### src/rtl/round_timer_pkg.sv
// rtl/round_timer_pkg.sv - shared types and constants for the round countdown timer
package round_timer_pkg;

  typedef enum logic [1:0] {
    IDLE    = 2'd0,
    RUNNING = 2'd1,
    PAUSED  = 2'd2,
    EXPIRED = 2'd3
  } state_t;

  // Two packed BCD digits; the packed layout keeps numeric ordering so
  // relational compares on the whole struct work directly.
  typedef struct packed {
    logic [3:0] tens;
    logic [3:0] ones;
  } bcd2_t;

  localparam logic [7:0] BCD_MAX = 8'h99;

  // True when both nibbles are legal decimal digits.
  function automatic logic is_bcd2(input logic [7:0] v);
    return (v[7:4] <= 4'd9) && (v[3:0] <= 4'd9);
  endfunction

endpackage

### src/rtl/bcd2_addsub.sv
// rtl/bcd2_addsub.sv - combinational two-digit BCD add/subtract, saturating at 00 and 99
module bcd2_addsub
  import round_timer_pkg::*;
(
  input  bcd2_t a,
  input  bcd2_t b,
  input  logic  sub,
  output bcd2_t y
);

  logic [4:0] ones_raw;
  logic [4:0] tens_raw;
  logic [3:0] ones_fix;
  logic       carry;

  // Digit-wise binary op, then +6/-6 correction on the ones digit; a tens
  // overflow/underflow clamps the result instead of wrapping.
  always_comb begin
    ones_raw = '0;
    tens_raw = '0;
    ones_fix = '0;
    carry    = 1'b0;
    y        = '0;
    if (sub) begin
      ones_raw = {1'b0, a.ones} - {1'b0, b.ones};
      carry    = ones_raw[4];
      ones_fix = carry ? (ones_raw[3:0] - 4'd6) : ones_raw[3:0];
      tens_raw = {1'b0, a.tens} - {1'b0, b.tens} - {4'd0, carry};
      if (tens_raw[4]) begin
        y = '0;
      end else begin
        y.tens = tens_raw[3:0];
        y.ones = ones_fix;
      end
    end else begin
      ones_raw = {1'b0, a.ones} + {1'b0, b.ones};
      carry    = (ones_raw > 5'd9);
      ones_fix = carry ? (ones_raw[3:0] + 4'd6) : ones_raw[3:0];
      tens_raw = {1'b0, a.tens} + {1'b0, b.tens} + {4'd0, carry};
      if (tens_raw > 5'd9) begin
        y = bcd2_t'(BCD_MAX);
      end else begin
        y.tens = tens_raw[3:0];
        y.ones = ones_fix;
      end
    end
  end

endmodule

### src/rtl/round_timer_ctrl.sv
// rtl/round_timer_ctrl.sv - game-round countdown FSM driving the timebase turbo and BCD seconds display
module round_timer_ctrl
  import round_timer_pkg::*;
#(
  parameter logic [7:0] ROUND_SEC = 8'h60,
  parameter logic [7:0] BONUS_SEC = 8'h05,
  parameter logic [7:0] WARN_SEC  = 8'h10
) (
  input  logic       clk,
  input  logic       reset,
  input  logic       start,
  input  logic       pause_tgl,
  input  logic       bonus,
  input  logic       fast_fwd,
  input  logic       one_sec,
  output logic       turbo,
  output logic [3:0] secs_tens,
  output logic [3:0] secs_ones,
  output logic       running,
  output logic       expired,
  output logic       expired_pulse,
  output logic       warning
);

  if (!is_bcd2(ROUND_SEC)) begin : g_bad_round
    $error("ROUND_SEC must be two BCD digits");
  end
  if (!is_bcd2(BONUS_SEC) || (BONUS_SEC == 8'h00)) begin : g_bad_bonus
    $error("BONUS_SEC must be two BCD digits and at least 01");
  end
  if (!is_bcd2(WARN_SEC)) begin : g_bad_warn
    $error("WARN_SEC must be two BCD digits");
  end

  state_t state;
  state_t state_n;
  bcd2_t  cnt;
  bcd2_t  cnt_n;
  bcd2_t  op_b;
  bcd2_t  sum;
  bcd2_t  bonus_m1;
  logic   op_sub;
  logic   use_tick;
  logic   pulse_n;
  logic   turbo_n;
  logic   warn_n;

  // Bonus and tick together collapse into a single add of (BONUS_SEC - 1),
  // so saturation at 99 is applied once to the net result.
  bcd2_addsub u_bonus_m1 (
    .a  (bcd2_t'(BONUS_SEC)),
    .b  (bcd2_t'(8'h01)),
    .sub(1'b1),
    .y  (bonus_m1)
  );

  bcd2_addsub u_arith (
    .a  (cnt),
    .b  (op_b),
    .sub(op_sub),
    .y  (sum)
  );

  // Pick the arithmetic operation; ticks only count while RUNNING.
  always_comb begin
    use_tick = (state == RUNNING) && one_sec;
    op_sub   = 1'b0;
    op_b     = bcd2_t'(BONUS_SEC);
    if (use_tick && bonus) begin
      op_b = bonus_m1;
    end else if (use_tick) begin
      op_b   = bcd2_t'(8'h01);
      op_sub = 1'b1;
    end
  end

  // Next state, next count and next registered outputs.
  always_comb begin
    state_n = state;
    cnt_n   = cnt;
    pulse_n = 1'b0;
    if (start) begin
      state_n = RUNNING;
      cnt_n   = bcd2_t'(ROUND_SEC);
    end else begin
      unique case (state)
        IDLE: begin
        end
        RUNNING: begin
          if (one_sec || bonus) begin
            cnt_n = sum;
          end
          if (one_sec && !bonus && (sum == '0)) begin
            state_n = EXPIRED;
            pulse_n = 1'b1;
          end else if (pause_tgl) begin
            state_n = PAUSED;
          end
        end
        PAUSED: begin
          if (bonus) begin
            cnt_n = sum;
          end
          if (pause_tgl) begin
            state_n = RUNNING;
          end
        end
        EXPIRED: begin
          cnt_n = '0;
        end
        default: begin
          state_n = IDLE;
        end
      endcase
    end
    turbo_n = fast_fwd && (state_n == RUNNING);
    warn_n  = (state == RUNNING) && (cnt <= bcd2_t'(WARN_SEC));
  end

  // State and output registers; reset aborts the round at once.
  always_ff @(posedge clk or posedge reset) begin
    if (reset) begin
      state         <= IDLE;
      cnt           <= '0;
      turbo         <= 1'b0;
      expired_pulse <= 1'b0;
      warning       <= 1'b0;
    end else begin
      state         <= state_n;
      cnt           <= cnt_n;
      turbo         <= turbo_n;
      expired_pulse <= pulse_n;
      warning       <= warn_n;
    end
  end

  assign secs_tens = cnt.tens;
  assign secs_ones = cnt.ones;
  assign running   = (state == RUNNING);
  assign expired   = (state == EXPIRED);

endmodule

### config.mk
export PLATFORM = sky130hd
export DESIGN_NAME = round_timer_ctrl
export DESIGN_NICKNAME = d
export VERILOG_FILES = /design/src/rtl/round_timer_pkg.sv /design/src/rtl/bcd2_addsub.sv /design/src/rtl/round_timer_ctrl.sv
export SDC_FILE = /design/constraint.sdc
export NUM_CORES = 1
export LEC_CHECK = 0
export ABC_AREA = 1
export BUFFER_PORTS_ARGS = -buffer_cell sky130_fd_sc_hd__buf_2
export CAP_MARGIN = 20
export CORE_MARGIN = 1.5
export CORE_UTILIZATION = 25
export CTS_BUF_LIST = sky130_fd_sc_hd__clkbuf_2 sky130_fd_sc_hd__clkbuf_4 sky130_fd_sc_hd__clkbuf_8
export DETAILED_ROUTE_END_ITERATION = 10
export SYNTH_ARGS = -nofsm -noshare
export SYNTH_HDL_FRONTEND = slang
export SYNTH_SLANG_ARGS = --single-unit
### constraint.sdc
create_clock -name clk -period 11 [get_ports clk]
set_input_delay 0.55 -clock clk [delete_from_list [all_inputs] [get_ports clk]]
set_output_delay 0.55 -clock clk [all_outputs]
set_load 0.005 [all_outputs]
==> impl_results.rst <==
.. list-table::
   :header-rows: 1

   * - Metric
     - Value
   * - CP most frequent cell
     - sky130_fd_sc_hd__nand2_1
   * - Number of inserted diodes
     - 0
   * - Per-cell via count in the routed design
     - 4.36
   * - Number of port buffers
     - 19
   * - Ratio of total power to cell area
     - 241 nW/um2
   * - R2R depth
     - 34
   * - Crit start category
     - register
   * - GPL Wtd Cong
     - 0.798
   * - Syn_area_per_cell
     - 6.85 um2
   * - Number of register bits inferred by synthesis
     - 13
   * - Critical path buffers and inverters
     - 5
   * - Synthesis Warnings
     - 0
   * - Leakage power figure
     - 0.872 nW
   * - Outcome
     - completed
   * - Max-cap check violation count
     - 0
   * - Internal reg-to-reg setup slack
     - 6.60 ns
   * - Type of the worst setup path
     - register to register
   * - CP max-delay cell
     - sky130_fd_sc_hd__dfrtp_1
   * - Kind of capture point of the worst setup path
     - register
   * - Clock insertion delay at the later pin of the skew report
     - 0.24 ns
   * - Critical Path Stages
     - 34
   * - Final hold slack
     - 0.333 ns
   * - Initial antenna violation count
     - 0
   * - Synthesized netlist cell count
     - 206
   * - Routed wire length
     - 3290 um
   * - Post-layout net count
     - 252
   * - Most used cells in the layout excluding fill and tap cells
     - sky130_fd_sc_hd__nand2_1 (50), sky130_fd_sc_hd__inv_1 (34), sky130_fd_sc_hd__buf_2 (19)
   * - Placed standard-cell area
     - 1580 um2
   * - Core Region
     - 5470 um2
   * - Detailed router's first-iteration violation count
     - 31
   * - Async S/R FF share, synth
     - 100%
   * - Crit path largest cell delay
     - 0.41 ns
   * - CTS tree
     - done
   * - Syn Nets
     - 229
   * - Area of the die
     - 6100 um2
   * - Clock sink count
     - 13
   * - CTS resizes
     - 0
   * - Number of distinct library cells after synthesis
     - 31
   * - Root Driver
     - sky130_fd_sc_hd__clkbuf_8
   * - Post-Synthesis Cell Area
     - 1410 um2
   * - Family of cells with the greatest summed delay on the critical path
     - simple AND/OR/NAND/NOR gates
   * - Number of nets with antenna violations after routing
     - 0
   * - Final worst-path cycle share
     - 40.0%
   * - Proportion of layout cells with a drive suffix above 1
     - 23.2%
   * - Final Cell Area
     - 1630 um2
   * - Primary FF master, synth
     - sky130_fd_sc_hd__dfrtp_1
   * - Required time of the critical path
     - 11.13 ns
   * - Final sum of negative setup slack
     - 0 ns
   * - Final core utilization
     - 29.8%
   * - Unrepaired setup endpoints after global routing
     - false
   * - CTS Buf Count
     - 3
   * - Die width
     - 78.1 um
   * - Vias in the first global route
     - 1287
   * - H-tree Lvls
     - 1
   * - Hold bufs inserted after CTS
     - 0
   * - Remaining global-route overflow
     - 0
   * - Detail-routed net length per standard cell
     - 11.0 um
   * - First drt pass iteration count
     - 4
   * - Endpoints failing setup
     - 0
   * - Post-route clock skew
     - 0.00751 ns
   * - EDFF count, synth
     - 0
   * - Initial Utilization
     - 25.8%
   * - Worst supply voltage drop on vdd
     - 107 uV
   * - Standard-cell row count
     - 27
   * - Total via count in the routed design
     - 1307
   * - RR Endpoint
     - turbo$_DFF_PP0_
   * - Minimum period implied by the final worst setup slack
     - 4.40 ns
   * - Clock transition at the registers of the reported paths
     - 0.06 ns
   * - Vert. Die Dim
     - 78.1 um
   * - Worst relative slew slack
     - 64.7%
   * - Start of the worst register-to-register path
     - state[1]$_DFF_PP0_
   * - Detail Placement HPWL
     - 2750 um
   * - Number of pins with negative max-slew slack in the final report
     - 0
   * - Number of top-level pins
     - 20
   * - Worst Path Arrival
     - 4.53 ns
   * - Total global routing track utilization
     - 11.3%
   * - Most common cell after layout, fill and taps aside
     - sky130_fd_sc_hd__nand2_1
   * - Seq/Total Area, Yosys
     - 23.1%
   * - Setup repair bufs after CTS
     - 0
   * - Worst hold path type
     - primary input to asynchronous set/reset pin
   * - Largest fanout on the critical path
     - 9
   * - F_max
     - 227 MHz
   * - Global-route wire length before repair
     - 5640 um
   * - Final Hold Viols
     - 0
   * - Post-detailed-route DRC marker count
     - 0
   * - Area added between synthesis and finish
     - 15.8%
   * - Maximum number of pins on one net before global-route repair
     - 14
   * - Longest Clk Path Bufs
     - 2
   * - Worst Max-Slew Pin Slew
     - 0.529 ns
## flip-flops by register name (all words and copies together), names as in the netlist
name / cells
expired_pulse: 1
turbo: 1
warning: 1
secs_tens: 4
secs_ones: 4
state: 2
## layout make-up
type                            instances  area [um2]
Tap cell                               72        90.1
Sequential cell                        13         325
Clock buffer                            4        48.8
Multi-Input combinational cell        151         916
Inverter                               41         158
Fill cell                             621        3840
Timing Repair Buffer                   19        95.1
## cells in the mapped netlist, types with 2 or more instances
master,n,share of area [%]
sky130_fd_sc_hd__o22ai_1,3,1.3
sky130_fd_sc_hd__ha_1,16,14
sky130_fd_sc_hd__o21ai_1,5,1.8
sky130_fd_sc_hd__nor2_1,12,3.2
sky130_fd_sc_hd__nand2_1,50,13
sky130_fd_sc_hd__a21oi_2,2,1.2
sky130_fd_sc_hd__nor2_2,3,1.3
sky130_fd_sc_hd__xor2_1,3,1.9
sky130_fd_sc_hd__dfrtp_1,13,23
sky130_fd_sc_hd__nand2_2,10,4.4
sky130_fd_sc_hd__nand3b_1,2,1.1
sky130_fd_sc_hd__nand3_2,3,2.1
sky130_fd_sc_hd__nor3_1,2,0.71
sky130_fd_sc_hd__a21oi_1,4,1.4
sky130_fd_sc_hd__nand4_1,5,2.2
sky130_fd_sc_hd__a22oi_1,2,1.1
sky130_fd_sc_hd__a31oi_1,2,0.89
sky130_fd_sc_hd__inv_1,34,9.1
sky130_fd_sc_hd__nand2_4,3,2.4
sky130_fd_sc_hd__nand3_1,13,4.6
sky130_fd_sc_hd__inv_2,4,1.1
sky130_fd_sc_hd__o21ai_0,6,2.1
## logic make-up after synthesis
family | count (synthesis) | share of synthesized area [%]
AO/OA/AOI/OAI | 28 | 12.7
flip-flops | 13 | 23.1
AND/OR/NAND/NOR | 104 | 36.2
adder cells (fa/ha/maj) | 16 | 14.2
buffers and inverters | 42 | 12.0
XOR/XNOR | 3 | 1.86
## routing by layer
metal / wire length, um / up-vias / global-route usage, %
li1: - / 701 / -
met2: 1640 / 13 / 20.9
met3: 51 / 2 / 0.814
met4: 11 / 0 / 2.68
met1: 1590 / 591 / 14.1
met5: 0 / - / 0
## worst max-delay path by stage
stage	from	endpoint	slack (ns)
6_report	state[1]$_DFF_PP0_	turbo$_DFF_PP0_	6.60
3_5_place_dp	state[1]$_DFF_PP0_	turbo$_DFF_PP0_	6.63
4_1_cts	state[1]$_DFF_PP0_	turbo$_DFF_PP0_	6.57
3_3_place_gp	state[1]$_DFF_PP0_	turbo$_DFF_PP0_	6.72
5_1_grt	state[1]$_DFF_PP0_	turbo$_DFF_PP0_	5.98
2_1_floorplan	state[1]$_DFF_PP0_	turbo$_DFF_PP0_	7.06
## stage by stage
step	std cells	power (mW)	setup WS [ns]
after floorplan	206	0.286	7.06
after global placement	296	0.345	6.72
after detailed placement	296	0.349	6.63
after CTS	300	0.398	6.57
after global routing	300	0.439	5.98
final	300	0.394	6.60
## report_power, final
group	leakage, nW	switching (mW)	internal [mW]
registers	0.166	0.0185	0.0611
clock network	0.0262	0.0177	0.0281
logic	0.680	0.167	0.102
total	0.872	0.203	0.191
Power figures use the tool's default switching activity.
